<file path="src/rtl/io_debouncer.sv">
// Per-channel input debouncer: two-flop synchronizer, stability counter and
// registered rise/fall pulses. Each channel is an independent lane instance.
module io_debouncer_lane #(
  parameter int DEBOUNCE_CYCLES = 1000000
) (
  input  logic cu_clk,
  input  logic btn_reset,
  input  logic raw_in,
  output logic stable,
  output logic rise,
  output logic fall
);
  localparam int CW = $clog2(DEBOUNCE_CYCLES + 1);
  localparam logic [CW-1:0] LAST = CW'(DEBOUNCE_CYCLES - 1);

  logic [1:0]    sync_q, sync_d;
  logic [CW-1:0] cnt_q, cnt_d;
  logic          stable_q, stable_d;
  logic          rise_q, rise_d;
  logic          fall_q, fall_d;

  always_comb begin
    sync_d   = {sync_q[0], raw_in};
    cnt_d    = cnt_q;
    stable_d = stable_q;
    rise_d   = 1'b0;
    fall_d   = 1'b0;
    // Any agreement with the current level restarts the stability window.
    if (sync_q[1] == stable_q) begin
      cnt_d = '0;
    end else if (cnt_q == LAST) begin
      cnt_d    = '0;
      stable_d = sync_q[1];
      rise_d   = sync_q[1];
      fall_d   = ~sync_q[1];
    end else begin
      cnt_d = cnt_q + CW'(1);
    end
  end

  always_ff @(posedge cu_clk) begin
    if (btn_reset) begin
      sync_q   <= '0;
      cnt_q    <= '0;
      stable_q <= 1'b0;
      rise_q   <= 1'b0;
      fall_q   <= 1'b0;
    end else begin
      sync_q   <= sync_d;
      cnt_q    <= cnt_d;
      stable_q <= stable_d;
      rise_q   <= rise_d;
      fall_q   <= fall_d;
    end
  end

  assign stable = stable_q;
  assign rise   = rise_q;
  assign fall   = fall_q;
endmodule

module io_debouncer #(
  parameter int N               = 8,
  parameter int DEBOUNCE_CYCLES = 1000000
) (
  input  logic         cu_clk,
  input  logic         btn_reset,
  input  logic [N-1:0] raw_in,
  output logic [N-1:0] stable,
  output logic [N-1:0] rise,
  output logic [N-1:0] fall,
  output logic         any_rise
);
  for (genvar i = 0; i < N; i++) begin : g_lane
    io_debouncer_lane #(.DEBOUNCE_CYCLES(DEBOUNCE_CYCLES)) u_lane (
      .cu_clk   (cu_clk),
      .btn_reset(btn_reset),
      .raw_in   (raw_in[i]),
      .stable   (stable[i]),
      .rise     (rise[i]),
      .fall     (fall[i])
    );
  end

  // rise is already registered, so the OR is a clean one-cycle strobe.
  assign any_rise = |rise;
endmodule

</file>
<file path="config.mk">
export PLATFORM = sky130hd
export DESIGN_NAME = io_debouncer
export DESIGN_NICKNAME = d
export VERILOG_FILES = /design/src/rtl/io_debouncer.sv
export SDC_FILE = /design/constraint.sdc
export NUM_CORES = 1
export LEC_CHECK = 0
export BUFFER_PORTS_ARGS = -buffer_cell sky130_fd_sc_hd__buf_2
export CAP_MARGIN = 20
export CORE_AREA = 10 10 143 145
export CTS_BUF_LIST = sky130_fd_sc_hd__clkbuf_16
export CTS_CLUSTER_SIZE = 10
export DETAILED_ROUTE_END_ITERATION = 8
export DIE_AREA = 0 0 153 155
export PLACE_DENSITY_LB_ADDON = 0.12
export SYNTH_ARGS = -nofsm -noshare
export SYNTH_HDL_FRONTEND = slang
export SYNTH_SLANG_ARGS = --single-unit
</file>
<file path="constraint.sdc">
create_clock -name cu_clk -period 2.7 [get_ports cu_clk]
set_input_delay 0.405 -clock cu_clk [delete_from_list [all_inputs] [get_ports cu_clk]]
set_output_delay 0.405 -clock cu_clk [all_outputs]
set_load 0.01 [all_outputs]
</file>
==> summary.txt <==
CP arrival = 2.57 ns
# Post-CTS Setup Buffers = 0
Max clock buf depth = 2
Commonest non-fill, non-tap cell in the layout = dfxtp_1
Via density = 5.42
Post-CTS Hold Fix Bufs = 0
WL/cell = 13.4 µm
Delay-heaviest family, CP = simple AND/OR/NAND/NOR gates
IO Pins = 35
GRT Util Overall = 0.142
CP endpoint kind = register
Normalized max-slew margin = 0.690
Fraction of registers with async set or reset after synthesis = 0
Hold Startpoint = raw_in[6]
Die extent in y = 155 µm
Dpl ws = 0.447 ns
Worst-Margin Slew = 0.461 ns
IO Port Bufs = 34
Initial Util = 0.497
Final Cell Area = 9560 µm²
FF+latch count, synth = 200
Most frequent cells in the layout = 200 x dfxtp_1, 135 x nor2_1, 60 x xnor2_1, 56 x nand3_1, 51 x xor2_1
VDD IR max = 469 µV
RePlAce Congestion = 0.792
Placed cell count = 1218
Reg clk slew, reported paths = 0.07 ns
Pleak = 3.00 nW
Hold crit path type = in -> reg
Post-route setup TNS = 0 ns
DRT iter0 DRCs = 348
Warnings from Yosys = 0
Pwr dens = 566 nW/µm²
Register-to-Register Path Depth = 5
Max Cap Viol = 0
Global route total overflow = 0
Worst Path Max Fanout = 12
Drt first pass iters = 4
Post-CTS sizing = 0
Post-synth EDFFs = 0
CTS Sinks = 200
Area growth, synth to finish = 8.91%
Critical path buffer and inverter count = 1
Syn Inst Count = 999
Max Transition Viols Final = 0
WHS = 0.187 ns
Register area share after synthesis = 0.456
Fmax = 0.443 GHz
CTS tree = built
Fin util = 0.541
Nets@finish = 1026
Syn Nets = 1017
Required @ worst endpoint = 3.01 ns
CP cell instances = or4_1 > or4_4 > o21ai_2 > buf_4 > nor2_1
# diodes = 0
Mapped cell area = 8770 µm²
Largest net degree at the start of global routing = 21
Status = completed
DRC Markers = 0
Hold Vio Cnt, Final = 0
Worst clock skew = 0.00922 ns
Reg2Reg Capture Point = g_lane[7].u_lane.cnt_q[10]$_SDFF_PP0_
Crit Path Class = reg -> reg
Vias in the first global route = 6213
Num CTS Buffers = 17
Reg2reg setup slack = 0.44 ns
Initial antenna violation count = 0
Hpwl dp = 11800 µm
Placed Area = 9000 µm²
First-pass GRT wire length = 29000 µm
CTS Root Cell = clkbuf_16
Avg Inst Size Synth = 8.78 µm²
Top_reg_cell synth = dfxtp_1
Clk_lat worst skew = 0.42 ns
Detailed-route via count = 6772
Unrepaired setup endpoints after global routing = false
Hold EP = g_lane[6].u_lane.sync_q[0]$_SDFF_PP0_
Num rows = 49
Antenna Nets Post-Route = 0
Worst Hold Path Cells = 2
Fin crit share = 0.836
Distinct cells, synth = 44
Final setup vio count = 0
Setup WS post-layout = 0.443 ns
Placeable Area = 17700 µm²
Share of cells above drive strength 1 = 0.0930
Die W = 153 µm
Final min period = 2.26 ns
Worst r2r src = g_lane[7].u_lane.cnt_q[8]$_SDFF_PP0_
Max stage delay on crit path = 0.56 ns
Power Total = 5.41 mW
H-tree Lvls = 4
Post-Route WL = 16700 µm
Non-Filler Instances = 1250
CP startpoint kind = register
Die area = 23700 µm²
Slowest cell on crit path = or4_1
[routing by layer]
layer	track usage	share of wire	up-vias
met5	0	0	-
met4	0.0422	0.010	0
met3	0.0436	0.036	10
met2	0.221	0.44	58
met1	0.185	0.51	3171
li1	-	-	3533
[synth_stat cells, drive strengths merged, types with 8 or more instances]
cell,n,area share
dfxtp,200,0.46
nor2,135,0.058
xnor2,60,0.060
nand3,57,0.033
xor2,51,0.051
a21oi,48,0.027
nand4,47,0.034
nand2,46,0.020
o21ai,35,0.021
nor4,34,0.024
buf,33,0.027
inv,29,0.012
or3,29,0.021
or4,27,0.024
clkbuf,25,0.011
and3,24,0.017
o31ai,20,0.017
nor2b,17,0.012
and4,15,0.015
nor3,15,0.0086
nor4b,12,0.012
and2,9,0.0064
ha,8,0.011
[where the power goes]
group	switching, mW	leakage [nW]	internal [mW]
sequential	0.0105	1.61	2.96
clock	1.10	0.265	1.27
combinational	0.0413	1.12	0.0260
total	1.15	3.00	4.26
[cell type report]
cell class | count | area, µm²
tap | 229 | 287
sequential | 200 | 4000
multi-input combinational | 712 | 4330
clock inverter | 15 | 129
fill | 1677 | 8100
inverter | 29 | 109
timing repair buffer | 48 | 275
clock buffer | 17 | 425
[how the worst max path moves through the flow]
stage                     slack (ns)  cells after the start                                 start                                     to
after floorplan                 0.78                      6  g_lane[3].u_lane.cnt_q[0]$_SDFF_PP0_  g_lane[3].u_lane.cnt_q[14]$_SDFF_PP0_
after global placement          0.46                      5  g_lane[7].u_lane.cnt_q[8]$_SDFF_PP0_  g_lane[7].u_lane.cnt_q[18]$_SDFF_PP0_
after detailed placement        0.45                      5  g_lane[7].u_lane.cnt_q[8]$_SDFF_PP0_  g_lane[7].u_lane.cnt_q[10]$_SDFF_PP0_
after CTS                       0.43                      5  g_lane[7].u_lane.cnt_q[8]$_SDFF_PP0_  g_lane[7].u_lane.cnt_q[10]$_SDFF_PP0_
after global routing            0.31                      5  g_lane[7].u_lane.cnt_q[8]$_SDFF_PP0_  g_lane[7].u_lane.cnt_q[17]$_SDFF_PP0_
final                           0.44                      5  g_lane[7].u_lane.cnt_q[8]$_SDFF_PP0_  g_lane[7].u_lane.cnt_q[10]$_SDFF_PP0_
[registers in the layout, indices dropped and copies added, names as in the netlist]
name / count
g_lane.u_lane.fall: 8
g_lane.u_lane.cnt_q: 160
g_lane.u_lane.stable: 8
g_lane.u_lane.rise: 8
g_lane.u_lane.sync_q: 16
[cells by family after synthesis]
logic type / Yosys count / synth area share
flip-flops: 200 / 0.456
AO/OA/AOI/OAI: 106 / 0.0686
XOR/XNOR: 111 / 0.111
adder cells (fa/ha/maj): 8 / 0.0114
buffers and inverters: 87 / 0.0505
AND/OR/NAND/NOR: 487 / 0.302
Power figures use the tool's default switching activity.
